### config.mk
export PLATFORM = sky130hd
export DESIGN_NAME = ins_ram_fetch_flat
export DESIGN_NICKNAME = d
export VERILOG_FILES = /design/src/rtl/ins_pkg.sv /design/src/rtl/ins_ram_fetch_if.sv /design/src/rtl/ins_ram_32x8.sv /design/src/rtl/ins_ram_fetch.sv /design/src/flat_wrapper.sv
export SDC_FILE = /design/constraint.sdc
export NUM_CORES = 1
export LEC_CHECK = 0
export BUFFER_PORTS_ARGS = -buffer_cell sky130_fd_sc_hd__buf_2
export CAP_MARGIN = 20
export CORE_MARGIN = 5
export CORE_UTILIZATION = 55
export CTS_BUF_LIST = sky130_fd_sc_hd__clkbuf_4
export CTS_CLUSTER_DIAMETER = 40
export DETAILED_ROUTE_END_ITERATION = 10
export PLACE_DENSITY = 0.72
export SETUP_SLACK_MARGIN = 0.2
export SLEW_MARGIN = 40
export SYNTH_ARGS = -nofsm -noshare
export SYNTH_HDL_FRONTEND = slang
export SYNTH_HIERARCHICAL = 1
export SYNTH_SLANG_ARGS = --single-unit
### constraint.sdc
create_clock -name Clock -period 2.4 [get_ports Clock]
set_input_delay 0.12 -clock Clock [delete_from_list [all_inputs] [get_ports Clock]]
set_output_delay 0.12 -clock Clock [all_outputs]
set_load 0.01 [all_outputs]
### src/rtl/ins_pkg.sv
// Shared constants and FSM state type for the instruction RAM and fetch sequencer.
package ins_pkg;
    localparam int ADDR_W = 5;
    localparam int DATA_W = 8;
    localparam int DEPTH  = 2 ** ADDR_W;
    localparam logic [DATA_W-1:0] HALT_WORD = 8'hFF;

    typedef enum logic [2:0] {
        IDLE,
        LOAD,
        FETCH,
        PRESENT,
        HALT
    } fetch_state_t;
endpackage

### src/rtl/ins_ram_fetch_if.sv
// Loader write bus plus decoder-facing fetch handshake, bundled as one interface.
interface ins_ram_fetch_if;
    import ins_pkg::*;

    logic              RamSelect;
    logic [ADDR_W-1:0] LoadAddr;
    logic [DATA_W-1:0] LoadData;
    logic              Start;
    logic              Ready;
    logic [DATA_W-1:0] Instr;
    logic              Valid;
    logic [ADDR_W-1:0] Pc;
    logic              Halted;
    logic              Busy;

    modport master (
        output RamSelect, LoadAddr, LoadData, Start, Ready,
        input  Instr, Valid, Pc, Halted, Busy
    );

    modport slave (
        input  RamSelect, LoadAddr, LoadData, Start, Ready,
        output Instr, Valid, Pc, Halted, Busy
    );
endinterface

### src/rtl/ins_ram_32x8.sv
// Simple dual-port RAM: synchronous write, registered read. Array contents survive reset.
module ins_ram_32x8 #(
    parameter int ADDR_W = 5,
    parameter int DATA_W = 8
) (
    input  logic              Clock,
    input  logic              Reset,
    input  logic              we_i,
    input  logic [ADDR_W-1:0] waddr_i,
    input  logic [DATA_W-1:0] wdata_i,
    input  logic              re_i,
    input  logic [ADDR_W-1:0] raddr_i,
    output logic [DATA_W-1:0] rdata_o
);
    logic [DATA_W-1:0] mem [2**ADDR_W];
    logic [DATA_W-1:0] rdata_q;

    always_ff @(posedge Clock) begin
        if (we_i) mem[waddr_i] <= wdata_i;
    end

    // Only the read register is reset, so the presented word clears while the program stays.
    always_ff @(posedge Clock or posedge Reset) begin
        if (Reset)     rdata_q <= '0;
        else if (re_i) rdata_q <= mem[raddr_i];
    end

    assign rdata_o = rdata_q;
endmodule

### src/rtl/ins_ram_fetch.sv
// Instruction memory fed by the loader, plus a sequencer that streams words to the
// decoder over valid/ready until the halt word is consumed.
module ins_ram_fetch
    import ins_pkg::*;
(
    input  logic           Clock,
    input  logic           Reset,
    ins_ram_fetch_if.slave bus
);
    fetch_state_t      state_q, state_d;
    logic              sel_d1_q;
    logic [ADDR_W-1:0] pc_q, pc_d;
    logic              valid_q, valid_d;
    logic              halted_q, halted_d;
    logic              busy_q, busy_d;
    logic              we, re;
    logic [DATA_W-1:0] rd_data;

    // The loader presents one last pair on the edge after RamSelect falls.
    assign we = bus.RamSelect | sel_d1_q;

    ins_ram_32x8 #(.ADDR_W(ADDR_W), .DATA_W(DATA_W)) u_ram (
        .Clock   (Clock),
        .Reset   (Reset),
        .we_i    (we),
        .waddr_i (bus.LoadAddr),
        .wdata_i (bus.LoadData),
        .re_i    (re),
        .raddr_i (pc_q),
        .rdata_o (rd_data)
    );

    always_ff @(posedge Clock or posedge Reset) begin
        if (Reset) begin
            state_q  <= IDLE;
            sel_d1_q <= 1'b0;
            pc_q     <= '0;
            valid_q  <= 1'b0;
            halted_q <= 1'b0;
            busy_q   <= 1'b0;
        end else begin
            state_q  <= state_d;
            sel_d1_q <= bus.RamSelect;
            pc_q     <= pc_d;
            valid_q  <= valid_d;
            halted_q <= halted_d;
            busy_q   <= busy_d;
        end
    end

    always_comb begin
        state_d  = state_q;
        pc_d     = pc_q;
        valid_d  = valid_q;
        halted_d = halted_q;
        re       = 1'b0;
        unique case (state_q)
            IDLE, HALT: begin
                if (bus.RamSelect) begin
                    state_d = LOAD;
                end else if (bus.Start) begin
                    state_d  = FETCH;
                    pc_d     = '0;
                    halted_d = 1'b0;
                end
            end
            LOAD: begin
                halted_d = 1'b0;
                valid_d  = 1'b0;
                if (!bus.RamSelect && !sel_d1_q) state_d = IDLE;
            end
            FETCH: begin
                if (bus.RamSelect) begin
                    state_d = LOAD;
                    valid_d = 1'b0;
                    pc_d    = '0;
                end else begin
                    re      = 1'b1;
                    state_d = PRESENT;
                    valid_d = 1'b1;
                end
            end
            PRESENT: begin
                if (bus.RamSelect) begin
                    state_d = LOAD;
                    valid_d = 1'b0;
                    pc_d    = '0;
                end else if (valid_q && bus.Ready) begin
                    valid_d = 1'b0;
                    if (rd_data == HALT_WORD) begin
                        state_d  = HALT;
                        halted_d = 1'b1;
                    end else begin
                        state_d = FETCH;
                        pc_d    = pc_q + 1'b1;
                    end
                end
            end
            default: state_d = IDLE;
        endcase
        busy_d = (state_d == FETCH) || (state_d == PRESENT);
    end

    assign bus.Instr  = rd_data;
    assign bus.Valid  = valid_q;
    assign bus.Pc     = pc_q;
    assign bus.Halted = halted_q;
    assign bus.Busy   = busy_q;
endmodule

### src/flat_wrapper.sv
// flat-port wrapper written by rule: the top's interface ports become plain ports
module ins_ram_fetch_flat import ins_pkg::*;
  (Clock, Reset, bus_RamSelect, bus_LoadAddr, bus_LoadData, bus_Start, bus_Ready, bus_Instr, bus_Valid, bus_Pc, bus_Halted, bus_Busy);
  ins_ram_fetch_if bus_i ();
  input  logic Clock;
  input  logic Reset;
  input wire logic [$bits(bus_i.RamSelect)-1:0] bus_RamSelect;
  input wire logic [$bits(bus_i.LoadAddr)-1:0] bus_LoadAddr;
  input wire logic [$bits(bus_i.LoadData)-1:0] bus_LoadData;
  input wire logic [$bits(bus_i.Start)-1:0] bus_Start;
  input wire logic [$bits(bus_i.Ready)-1:0] bus_Ready;
  output wire logic [$bits(bus_i.Instr)-1:0] bus_Instr;
  output wire logic [$bits(bus_i.Valid)-1:0] bus_Valid;
  output wire logic [$bits(bus_i.Pc)-1:0] bus_Pc;
  output wire logic [$bits(bus_i.Halted)-1:0] bus_Halted;
  output wire logic [$bits(bus_i.Busy)-1:0] bus_Busy;
  assign bus_i.RamSelect = bus_RamSelect;
  assign bus_i.LoadAddr = bus_LoadAddr;
  assign bus_i.LoadData = bus_LoadData;
  assign bus_i.Start = bus_Start;
  assign bus_i.Ready = bus_Ready;
  assign bus_Instr = bus_i.Instr;
  assign bus_Valid = bus_i.Valid;
  assign bus_Pc = bus_i.Pc;
  assign bus_Halted = bus_i.Halted;
  assign bus_Busy = bus_i.Busy;
  ins_ram_fetch u_core (.Clock(Clock), .Reset(Reset), .bus(bus_i));
endmodule
**After elaboration in Yosys (flattened, before gate mapping)**

Memories as Yosys holds them, arrays and structs flattened. A register that Yosys moved wholly into a read port is not among the register bits.
Cells that the tools add are included.
Widths: inputs -> output; s select.

- Register bits: 12
- Bits in writable memories: 256
- Output and inout bits: 16
- Logic and storage cells: 65
- Memories kept: 1

- $add $sub $neg: 1
- Eq/ne operators: 15
- Multiplexer cells: 28
- Bitwise operators: 1
- Reductions and logical operators: 13

Memories:

| name | words | bits a word | read ports | clocked after Yosys merged registers in | wr ports | line | RTL |
|---|---|---|---|---|---|---|---|
| u_core.u_ram.mem | 32 | 8 | 1 | 1 | 1 | ins_ram_32x8.sv:15 | `logic [DATA_W-1:0] mem [2**ADDR_W];` |

Operators by type and width:

| kind | count |
|---|---|
| $mux 5 | 6 |
| $mux 3 | 6 |
| $pmux 5 s3 | 1 |
| $eq 3x2->1 const B | 4 |
| $pmux 3 s4 | 1 |
| $reduce_and 6->1 | 2 |
| $mux 1 | 11 |
| $reduce_bool 3->1 | 3 |
| $eq 8x8->1 const B | 1 |
| $ne 2x2->1 const B | 4 |
| $pmux 1 s3 | 2 |
| $add 5x1->5 const B | 1 |
| $ne 2x1->1 const B | 2 |
| $eq 3x1->1 const B | 1 |
| $eq 3x3->1 const B | 1 |
| $logic_not 3->1 | 1 |
| $ne 3x2->1 const B | 1 |
| $ne 3x3->1 const B | 1 |
| $logic_and 1x1->1 | 2 |
| $logic_not 1->1 | 2 |
| $mux 2 | 1 |
| $reduce_and 2->1 | 1 |
| $reduce_or 2->1 | 1 |
| $logic_or 1x1->1 | 1 |
| $or 1x1->1 | 1 |

**Depth between registers and ports, before layout**

Gate-level depths: netlist of run 1.

- Word-level depth: 7
- Gate-level depth with buffers: 7
- Mapped depth without buffers: 5

**By module**

Netlist of run 1, hierarchy kept.

By module, submodules not included:

| module | instances | cells each | area an instance (sq um) |
|---|---|---|---|
| ins_ram_32x8 | 1 | 592 | 10,416.2 |
| ins_ram_fetch | 1 | 72 | 679.4 |

**Worst setup path after synthesis of run 1**

OpenSTA, ideal clock, no wires.

- Path kind: register to register
- Start: register u_core.sel_d1_q
- End: memory u_core.u_ram.mem[0][0] (enable)
- Setup time: 370 ps
- Data arrival time: 1,441 ps
- Data required time: 2,030 ps
- Slack: 589 ps
- Stages on the path, launching flop included: 5
- Buffers on the path: 1
- Period minus slack after synthesis: 1,811 ps
- Path through: dfrtp_1 > or2_2 > or3b_2 > clkbuf_1 > nor2_1

- Longest elaborated chain between the ends: 3

Ends and longest elaborated chain:

| element | line | RTL |
|---|---|---|
| start, declared | ins_ram_fetch.sv:11 | `logic sel_d1_q;` |
| start signal, assigned | ins_ram_fetch.sv:43 | `sel_d1_q <= bus.RamSelect;` |
| $or 1x1->1 | ins_ram_fetch.sv:20 | `assign we = bus.RamSelect \| sel_d1_q;` |
| via u_core.we | ins_ram_fetch.sv:16 | `logic we, re;` |
| $mux 1 | ins_ram_32x8.sv:19 | `if (we_i) mem[waddr_i] <= wdata_i;` |
| $mux 1 (not written as such) | ins_ram_32x8.sv:19 |  |
| end, declared | ins_ram_32x8.sv:15 |  |

The timed path passes the listed nets, and every way through them passes these cells.

==> summary.md, run 1 <==
| Metric | Value |
|---|---|
| Fmax | `between 0.4 and 0.5 GHz` |
| Post-route cell area | `12800 sq um` |
| Clk buf depth | `3` |
| Count of cell types in the netlist | `42` |
| CP arrival | `between 2 and 3 ns` |
| CTS tree | `built` |
| Max Cap Viol | `0` |
| Clock power frac | `0.387` |
| Setup violations, final | `0` |
| Width of the die | `152 um` |
| Die H | `between 150 and 200 um` |
| Cell row count | `52` |
| Global-route wire length before repair | `38.0 mm` |
| PwrDens | `~740 nW/um^2` |
| Worst path required time | `2.99 ns` |
| R2r startpoint | `u_core/bus.Pc[0]` |
| Worst min path class | `in2async` |
| Die area | `23100 sq um` |
| Placed inst area | `around 12000 sq um` |
| Internal reg-to-reg setup slack | `~0.32 ns` |
| CTS H-tree depth | `3` |
| Yosys warning total | `6` |
| FFs w/ async S/R, synth | `0.0725` |
| Clock slew at reported path FFs | `approximately 0.070 ns` |
| IO Pins | `34` |
| Gr usage total | `0.214` |
| Comb power frac | `0.040` |
| Final Hold Fails | `0` |
| Worst setup SP type | `flop` |
| Maximum fanout along the worst path | `33` |
| Sw power | `approximately 0.0021 W` |
| Final max-slew violation count | `0` |
| TNS Setup | `0 ns` |
| Initial Util | `0.554` |
| Net Sw Frac | `0.224` |
| Synthesized flop and latch total | `around 280` |
| Max IR drop VDD | `roughly 0.0004 V` |
| Reg2reg path depth | `7` |
| DR vias | `about 6400` |
| DRT Pass-1 Iters | `5` |
| Number of port buffers | `33` |
| Top_reg_cell synth | `edfxtp_1` |
| Clk sinks | `276` |
| Gpl congestion | `between 0.8 and 0.9` |
| Most Used Layer, Global Route | `met2` |
| Syn Std Cell Area | `11100 sq um` |
| RSZ-0062 raised after global routing | `no` |
| Share of power burned in registers | `0.572` |
| Root buf cell | `clkbuf_4` |
| Post-synth EDFFs | `between 200 and 300` |
| Tmin final | `roughly 2.1 ns` |
| Post-DP HPWL | `15.1 mm` |
| Worst skew pair latency | `0.66 ns` |
| Syn Inst Count | `roughly 660` |
| Final WL | `between 20 and 25 mm` |
| Int Power | `roughly 0.0074 W` |
| CTS Buf Count | `between 70 and 80` |
| Vias per cell | `around 5.8` |
| Worst setup EP type | `flop` |
| Crit Path Category | `reg2reg` |
| Overflow after GRT | `0` |
| Share of cells above drive strength 1 | `0.248` |
| Final worst-path cycle share | `0.868` |
| CORE AREA | `roughly 20000 sq um` |
| Total power | `between 0.009 and 0.01 W` |
| GR Layer Usage met2 | `0.338` |
| Final net count | `813` |
| Grt met3 use | `0.0512` |
| Initial DRC count | `slightly below 800` |
| Pin count of the biggest net entering global routing | `34` |
| Outcome | `complete, no violations` |
| DR WL/cell | `about 22 um` |
| Post-DRT Antenna Nets | `0` |
| Syn Nets | `683` |
| Actual slew at the worst max-slew pin | `approximately 0.69 ns` |
| Avg Inst Size Synth | `approximately 17 sq um` |
| Setup Buffers After CTS | `0` |
| Initial antenna violation count | `1` |
| Vias in the first global route | `6580` |
| Grt met1 use | `0.298` |
| Pleak | `4.17 nW` |
| P&R area growth vs syn | `15.3%` |
| Worst slew margin | `0.539` |
| Drt drc | `0` |
| R2R Path End | `u_core/u_ram/rdata_o[5]` |
| Post-synthesis sequential area ratio | `0.738` |
| Clk_skew | `roughly 0.041 ns` |
-- placed cells by master, fill, tap and decap left out, types with 2 or more instances in the layout --
cell           Yosys  final
edfxtp_1         256    256
mux2i_1          128    128
clkbuf_4           0     97
a22oi_1           64     64
buf_4              8     40
nor2_1            39     38
buf_2              6     33
a21oi_1           34     33
dfrtp_1           20     19
clkinv_1           0     17
dlygate4sd3_1      0     12
nor4_1            10     10
nand3_1            8      8
mux2_2             8      8
inv_1              7      7
nand2_1            7      7
buf_12             0      7
nand3b_1           6      6
inv_2              0      4
clkinv_2           0      4
nor3_1             3      3
o21ai_0            3      3
o211ai_1           3      3
or4_1              3      3
or3b_2             3      3
nand4_1            2      2
a21o_1             2      2
a31oi_1            2      2
o31ai_1            2      2
or2_2              2      2
nor2b_2            0      2
nand2b_1           2      2
-- cells in the mapped netlist, drive strengths merged, types with 2 or more instances --
library cell,count,area [sq um]
nand2,7,26.3
clkbuf,13,50.0
a21o,2,15.0
mux2,8,90.1
or2,2,12.5
buf,23,176
nand3b,6,45.0
a31oi,2,12.5
nand3,8,40.0
edfxtp,256,7690
inv,7,26.3
o211ai,3,22.5
nand4,2,12.5
nor4,10,62.6
or4,3,22.5
or3b,3,26.3
o21a,2,22.5
nor2b,2,12.5
nor2,39,146
dfrtp,20,500
nand2b,3,26.3
mux2i,128,1280
nor3,3,15.0
o21ai,3,15.0
a22oi,64,480
o31ai,2,15.0
a21oi,34,170
-- cell families after synthesis --
logic type | count (synthesis) | synth area share
AO/OA/AOI/OAI | 116 | 0.0710
flip-flops | 276 | 0.738
AND/OR/NAND/NOR | 92 | 0.0435
adder cells (fa/ha/maj) | 1 | 0.00113
buffers and inverters | 43 | 0.0228
multiplexers | 136 | 0.124
-- timing repair --
item | 4_1_cts | 5_1_grt
gates resized for setup | 0 | 2
setup endpoints to repair | 0 | 4
hold endpoints to repair | 94 | 0
hold buffers | 12 | 0
-- sequential cells by signal (all words and copies together) (netlist names) --
| name | flops |
|---|---|
| u_core/u_ram/mem | 256 |
| u_core/u_ram/rdata_o | 8 |
| u_core/bus.Pc | 5 |
| u_core/state_q | 3 |
| u_core/bus.Busy | 1 |
| u_core/bus.Halted | 1 |
| u_core/bus.Valid | 1 |
| u_core/sel_d1_q | 1 |
-- cell type report --
type / instances / area, sq um
antenna: 1 / 2.50
fill: 1469 / 7250
clock inverter: 25 / 98.8
timing repair buffer: 93 / 737
multi-input combinational: 345 / 2670
sequential: 276 / 8190
inverter: 7 / 26.3
tap: 270 / 338
clock buffer: 97 / 728
-- stage by stage --
stage / setup slack [ns] / hold WS [ns] / util / std cells
floorplan: 0.589 / -0.0643 / - / 664
global placement: 0.359 / 0.103 / 0.590 / 979
detailed placement: 0.292 / 0.114 / 0.590 / 979
CTS: 0.260 / 0.00253 / 0.638 / 1113
global route: 0.230 / 0.0251 / 0.638 / 1114
finish: 0.317 / 0.0370 / 0.638 / 1114
-- critical path, stage by stage (launching register included) --
cell	delay, ns
dfrtp_4	0.52
buf_12	0.26
buf_6	0.23
mux2i_1	0.09
a22oi_1	0.23
a21oi_1	0.12
nor4_1	0.32
mux2_2	0.21
-- worst max-delay path by stage --
stage                                start                       to  slack, ns  depth (start not counted)
after global placement    u_core/bus.Pc[0]  u_core/u_ram/rdata_o[3]       0.36                          7
after detailed placement  u_core/bus.Pc[0]  u_core/u_ram/rdata_o[5]       0.29                          7
after global routing      u_core/bus.Pc[0]  u_core/u_ram/rdata_o[5]       0.23                          7
after CTS                 u_core/bus.Pc[0]  u_core/u_ram/rdata_o[5]       0.26                          7
after floorplan            u_core/sel_d1_q   u_core/u_ram/mem[0][0]       0.59                          4
final                     u_core/bus.Pc[0]  u_core/u_ram/rdata_o[5]       0.32                          7
-- power groups by stage --
stage | clock [W] | combinational (W) | sequential (W)
floorplan | 0 | 0.000155 | 0.00551
global placement | 0 | 0.000357 | 0.00553
detailed placement | 0 | 0.000370 | 0.00553
CTS | 0.00380 | 0.000385 | 0.00543
global route | 0.00408 | 0.000417 | 0.00544
finish | 0.00368 | 0.000383 | 0.00543
-- metal layers --
metal | part of all wire | up-vias
li1 | - | 2935
met2 | 0.49 | 273
met1 | 0.42 | 3186
met4 | 0.017 | 0
met3 | 0.078 | 41
met5 | 0 | -
No activity file was read; power rests on OpenSTA's default activity.
==> run 2, diff against run 1 <==
--- a/config.mk
+++ b/config.mk
@@ -12,7 +12,7 @@
 export CTS_BUF_LIST = sky130_fd_sc_hd__clkbuf_4
 export CTS_CLUSTER_DIAMETER = 40
 export DETAILED_ROUTE_END_ITERATION = 10
-export PLACE_DENSITY = 0.72
+export PLACE_DENSITY = 0.75
 export SETUP_SLACK_MARGIN = 0.2
 export SLEW_MARGIN = 40
 export SYNTH_ARGS = -nofsm -noshare
==> constraint.sdc (replaced) <==
create_clock -name Clock -period 1.72 [get_ports Clock]
set_input_delay 0.086 -clock Clock [delete_from_list [all_inputs] [get_ports Clock]]
set_output_delay 0.086 -clock Clock [all_outputs]
set_load 0.01 [all_outputs]
==> run 2 against run 1 <==
Critical path depth rose by 1. Power rose by 46%. Clock skew rose by 0.010 ns. Clock power rose by 52%. Largest cell class unchanged. Flip-flop and latch count did not move. The run now ends with negative setup slack left. Core utilization rose by 6.8 points.
==> summary.md, run 2 (synthesized netlist as in run 1, its figures left out) <==
| Metric | Value |
|---|---|
| Number of port buffers | `33` |
| Final core occ | `0.706` |
| Die H | `between 150 and 200 um` |
| Final max-slew violation count | `0` |
| Hold path endpoint | `u_core/u_ram/mem[11][5]` |
| Actual slew at the worst max-slew pin | `between 0.7 and 0.8 ns` |
| Min-Delay Path Depth | `1` |
| Drt drc | `0` |
| Final Hold Fails | `0` |
| Vias in the first global route | `a little over 7000` |
| CP max stage cell | `dfrtp_4` |
| Fmax | `just under 0.5 GHz` |
| CTS tree | `built` |
| Initial Util | `0.554` |
| DR vias | `about 7000` |
| Worst skew pair latency | `0.67 ns` |
| Worst path required time | `about 2.3 ns` |
| R2r startpoint | `u_core/bus.Pc[0]` |
| CTS H-tree depth | `3` |
| PnR worst setup slack | `-0.302 ns` |
| Final WL | `about 28 mm` |
| Tmin final | `just over 2 ns` |
| Post-DRT Antenna Nets | `0` |
| Clock slew at reported path FFs | `roughly 0.080 ns` |
| Gpl congestion | `roughly 0.88` |
| Worst setup EP type | `flop` |
| Post-route cell area | `approximately 14000 sq um` |
| CP arrival | `2.57 ns` |
| Cell row count | `52` |
| Crit Path Category | `reg2reg` |
| Max IR drop VDD | `between 0.0004 and 0.0005 V` |
| Failing checks | `negative setup slack` |
| Setup violations, final | `10` |
| Overflow after GRT | `0` |
| Worst setup SP type | `flop` |
| IO Pins | `34` |
| Pin count of the biggest net entering global routing | `33` |
| Pleak | `4.57 nW` |
| Die area | `around 23000 sq um` |
| Total power | `0.0139 W` |
| Width of the die | `between 150 and 200 um` |
| Worst slew margin | `0.520` |
| RSZ-0062 raised after global routing | `yes` |
| Initial antenna violation count | `1` |
| Reg2reg path depth | `8` |
| Gr usage total | `0.228` |
| Final net count | `~860` |
| CP cell instances | `buf_6 > buf_12 > buf_16 > mux2i_2 > a22oi_2 > a21oi_2 > nor4_1 > mux2_4` |
| Top reg by flops | `u_core/u_ram/mem` |
| DRT Pass-1 Iters | `7` |
| Hold Startpoint | `bus_LoadData[5]` |
| Clk_skew | `0.0512 ns` |
| Internal reg-to-reg setup slack | `-0.30 ns` |
| R2R Path End | `u_core/u_ram/rdata_o[2]` |
| Outcome | `finished, violations left` |
| Max Cap Viol | `0` |
| P&R area growth vs syn | `27.6%` |
| Clk buf depth | `3` |
| Root buf cell | `clkbuf_4` |
| Worst min path class | `in2reg` |
| Worst path max stage delay | `roughly 0.53 ns` |
| Global-route wire length before repair | `just over 40 mm` |
| Max FFs per register | `256` |
| Final worst-path cycle share | `1.18` |
| Placed inst area | `about 12000 sq um` |
| CORE AREA | `20000 sq um` |
| CTS Buf Count | `69` |
| Clk sinks | `approximately 280` |
| Most common cell after layout, fill and taps aside | `edfxtp_1` |
| DR WL/cell | `23.9 um` |
| Share of cells above drive strength 1 | `0.402` |
| Initial DRC count | `~770` |
| Maximum fanout along the worst path | `8` |
| Post-DP HPWL | `between 15 and 20 mm` |
| Vias per cell | `between 6 and 7` |
| PwrDens | `980 nW/um^2` |
| Most frequent cells in the layout | `edfxtp_1 (256), mux2i_1 (118), clkbuf_4 (103)` |
==> run 2: cell count changes in the layout (fill, tap and decap cells not counted), sizes merged <==
cell,change
buf,+44
bufinv,+2
clkbuf,+7
clkinv,-6
dlygate4sd3,+1
inv,-1
==> run 2: how the worst max path moves through the flow <==
stage                                 from                       to  depth (start not counted)  slack (ns)
final                     u_core/bus.Pc[0]  u_core/u_ram/rdata_o[2]                          8       -0.30
after global routing      u_core/bus.Pc[0]  u_core/u_ram/rdata_o[2]                          8       -0.32
after CTS                 u_core/bus.Pc[0]  u_core/u_ram/rdata_o[2]                          8       -0.23
after detailed placement  u_core/bus.Pc[0]  u_core/u_ram/rdata_o[2]                          6       -0.25
after global placement    u_core/bus.Pc[0]  u_core/u_ram/rdata_o[5]                          6       -0.22
after floorplan           u_core/bus.Pc[0]  u_core/u_ram/rdata_o[0]                          7        0.12
==> run 2: power by group <==
group	switching, W	leakage [nW]	internal, W	total [W]
sequential	0.000113	2.56	0.00747	0.00758
combinational	0.000416	1.47	0.000288	0.000704
clock	0.00254	0.538	0.00304	0.00558
total	0.00307	4.57	0.0108	0.0139
==> run 2: final cells by class <==
type                            instances  area [sq um]
Antenna cell                            1          2.50
Clock buffer                          103           773
Clock inverter                         20           128
Fill cell                            1217          5880
Inverter                                7          26.3
Multi-Input combinational cell        345          3230
Sequential cell                       276          8200
Tap cell                              270           338
Timing Repair Buffer                  139          1460
==> run 2: layer usage <==
metal  global-route usage  wire length [um]  vias up
met1                0.298             10600     3478
met4               0.0993               912        0
li1                     -                 -     3041
met3               0.0563              2360       75
met5                    0                 0        -
met2                0.366             14000      395
==> run 2: timing repair <==
item / CTS / global route
gates resized for setup: 94 / 65
endpoints found under the hold margin: 232 / 0
pin swaps: 32 / 37
setup buffers: 21 / 9
endpoints found under the setup margin: 248 / 237
hold buffers: 13 / 0
cloned: 4 / 1
==> run 2: metrics by stage <==
stage	cells	TNS (ns)	hold WS, ns	setup slack (ns)
2_1_floorplan	664	0	-0.0983	0.123
3_3_place_gp	989	-3.37	0.0598	-0.216
3_5_place_dp	989	-6.63	0.0663	-0.251
4_1_cts	1150	-1.93	0.00290	-0.234
5_1_grt	1161	-2.61	0.0269	-0.324
6_report	1161	-2.16	0.0339	-0.302
==> run 2: critical path: cells and delay by family (launching register included) <==
kind,cells,cell delay (ns)
AOI/OAI and AO/OA,2,0.38
buffers and inverters,3,0.44
DFF,1,0.53
muxes,2,0.48
and+or+nand+nor,1,0.09
==> run 3, diff against run 2 <==
--- a/config.mk
+++ b/config.mk
@@ -13,6 +13,7 @@
 export CTS_CLUSTER_DIAMETER = 40
 export DETAILED_ROUTE_END_ITERATION = 10
 export PLACE_DENSITY = 0.75
+export RECOVER_POWER = 50
 export SETUP_SLACK_MARGIN = 0.2
 export SLEW_MARGIN = 40
 export SYNTH_ARGS = -nofsm -noshare
==> run 3 against run 2 <==
The run ends with max-capacitance violations, max-slew violations, negative setup slack left. Clock power hardly changed. Core utilization about the same. Routed wire length grew 0.10%. Combinational power hardly changed. Cell area about the same. Largest power group unchanged.
==> summary.md, run 3 (synthesized netlist as in run 1, its figures left out) <==
| Metric | Value |
|---|---|
| CTS tree | `built` |
| Critical path's top delay family | `flip-flops` |
| Vias in the first global route | `roughly 7000` |
| Fmax | `~0.49 GHz` |
| Worst skew pair latency | `roughly 0.67 ns` |
| Pleak | `around 4.6 nW` |
| CP max stage cell | `dfrtp_4` |
| CP cell instances | `buf_6 > buf_12 > buf_16 > mux2i_2 > a22oi_2 > a21oi_2 > nor4_1 > mux2_4` |
| CP startpoint | `u_core/bus.Pc[0]` |
| Outcome | `finished, violations left` |
| Most common cell after layout, fill and taps aside | `edfxtp_1` |
| Worst setup EP type | `flop` |
| CTS Buf Count | `between 60 and 70` |
| Gr usage total | `0.228` |
| Net Sw Frac | `0.222` |
| RSZ-0062 raised after global routing | `yes` |
| CP Buf/Inv Count | `3` |
| Share of cells above drive strength 1 | `0.396` |
| Final max-slew violation count | `33` |
| Crit path to | `u_core/u_ram/rdata_o[2]` |
| Root buf cell | `clkbuf_4` |
| Clk sinks | `between 200 and 300` |
| Critical path depth in cells | `8` |
| Maximum fanout along the worst path | `8` |
| TNS Setup | `-2.20 ns` |
| Worst path required time | `2.26 ns` |
| Reg2reg path depth | `8` |
| Clock power frac | `0.403` |
| Int Power | `approximately 0.011 W` |
| Cell row count | `52` |
| Number of port buffers | `33` |
| Actual slew at the worst max-slew pin | `~1.8 ns` |
| Post-DP HPWL | `around 16 mm` |
| Die H | `approximately 150 um` |
| Worst slew margin | `-0.176` |
| CP arrival | `about 2.6 ns` |
| Vias per cell | `between 6 and 7` |
| Width of the die | `152 um` |
| Top reg by flops | `u_core/u_ram/mem` |
| Worst path max stage delay | `around 0.53 ns` |
| DR vias | `around 7000` |
| CTS H-tree depth | `3` |
| Fill count | `1221` |
| R2R Path End | `u_core/u_ram/rdata_o[2]` |
| PnR worst setup slack | `-0.301 ns` |
| Final net count | `approximately 860` |
| Gpl congestion | `~0.88` |
| IO Pins | `34` |
| Post-DRT Antenna Nets | `0` |
| CORE AREA | `roughly 20000 sq um` |
| Final worst-path cycle share | `1.17` |
| Failing checks | `max-capacitance violations, max-slew violations, negative setup slack` |
| Clk_skew | `roughly 0.049 ns` |
| Pin count of the biggest net entering global routing | `33` |
| Tmin final | `approximately 2 ns` |
| Initial antenna violation count | `1` |
| Internal reg-to-reg setup slack | `-0.30 ns` |
| Clk buf depth | `3` |
| Sw power | `just over 0.003 W` |
| Worst min path class | `in2reg` |
| Max IR drop VDD | `0.000481 V` |
| Final Hold Fails | `0` |
| Clock slew at reported path FFs | `0.08 ns` |
| R2r startpoint | `u_core/bus.Pc[0]` |
| Crit Path Category | `reg2reg` |
| Max FFs per register | `256` |
| PwrDens | `between 900 and 1000 nW/um^2` |
| Share of power burned in registers | `0.547` |
| Die area | `between 20000 and 25000 sq um` |
| Comb power frac | `0.051` |
| Most frequent cells in the layout | `edfxtp_1 (256), mux2i_1 (118), clkbuf_4 (103)` |
| DR WL/cell | `roughly 24 um` |
| Max Cap Viol | `1` |
| Initial DRC count | `799` |
| Initial Util | `0.554` |
| Total power | `0.0139 W` |
| Final WL | `between 20 and 30 mm` |
| DRT Pass-1 Iters | `5` |
| Drt drc | `0` |
| Setup violations, final | `10` |
| Overflow after GRT | `0` |
| Worst setup SP type | `flop` |
| Global-route wire length before repair | `slightly above 40 mm` |
| P&R area growth vs syn | `27.5%` |
==> run 3: power groups by stage <==
| stage | logic, W | clock network (W) | registers (W) |
|---|---|---|---|
| after global placement | 0.000524 | 0 | 0.00769 |
| after detailed placement | 0.000546 | 0 | 0.00771 |
| final | 0.000701 | 0.00559 | 0.00759 |
| after floorplan | 0.000235 | 0 | 0.00770 |
| after global routing | 0.000741 | 0.00610 | 0.00758 |
| after CTS | 0.000650 | 0.00566 | 0.00756 |
==> run 3: layer usage <==
| layer | vias up | track usage | share of wire |
|---|---|---|---|
| li1 | 3041 | - | - |
| met1 | 3503 | 0.298 | 0.38 |
| met2 | 396 | 0.366 | 0.50 |
| met3 | 75 | 0.0563 | 0.086 |
| met4 | 0 | 0.0993 | 0.031 |
| met5 | - | 0 | 0 |
==> run 3: how the worst min path moves through the flow <==
stage	startpoint	endpoint	slack, ns	depth (start not counted)
after floorplan	Reset	u_core/u_ram/rdata_o[0]	-0.1	1
after global placement	Reset	u_core/u_ram/rdata_o[0]	0.06	2
after detailed placement	Reset	u_core/u_ram/rdata_o[0]	0.07	2
after CTS	bus_LoadData[5]	u_core/u_ram/mem[15][5]	0.003	1
after global routing	bus_LoadAddr[1]	u_core/u_ram/mem[11][1]	0.03	4
final	bus_LoadAddr[4]	u_core/u_ram/mem[9][1]	0.07	3
==> run 3: worst min-delay path, stage by stage <==
cell and delay (ns):
buf_2 0.15, or3b_2 0.22, nor2_4 0.10
==> run 3: metrics by stage <==
step | setup WS [ns] | hold slack [ns] | util | cells | cell area, sq um
2_1_floorplan | 0.123 | -0.0983 | - | 664 | 11200
3_3_place_gp | -0.216 | 0.0598 | 0.599 | 989 | 12000
3_5_place_dp | -0.251 | 0.0663 | 0.599 | 989 | 12000
4_1_cts | -0.234 | 0.00290 | 0.687 | 1150 | 13800
5_1_grt | -0.324 | 0.0342 | 0.706 | 1161 | 14100
6_report | -0.301 | 0.0688 | 0.706 | 1161 | 14100
==> run 3: area by class of cell <==
cell class | instances | area, sq um | share of cell area
antenna | 1 | 2.50 | 0.000177
clock buffer | 103 | 773 | 0.0547
clock inverter | 20 | 128 | 0.00902
inverter | 7 | 26.3 | 0.00186
multi-input combinational | 345 | 3230 | 0.229
sequential | 276 | 8200 | 0.579
tap | 270 | 338 | 0.0239
timing repair buffer | 139 | 1450 | 0.102
==> run 3: repair_timing <==
action	CTS	global route
buffers inserted	21	9
hold buffers	13	0
gates cloned	4	1
pin swaps	32	37
resized for setup	94	65
endpoints found under the hold margin	232	0
endpoints found under the setup margin	248	237
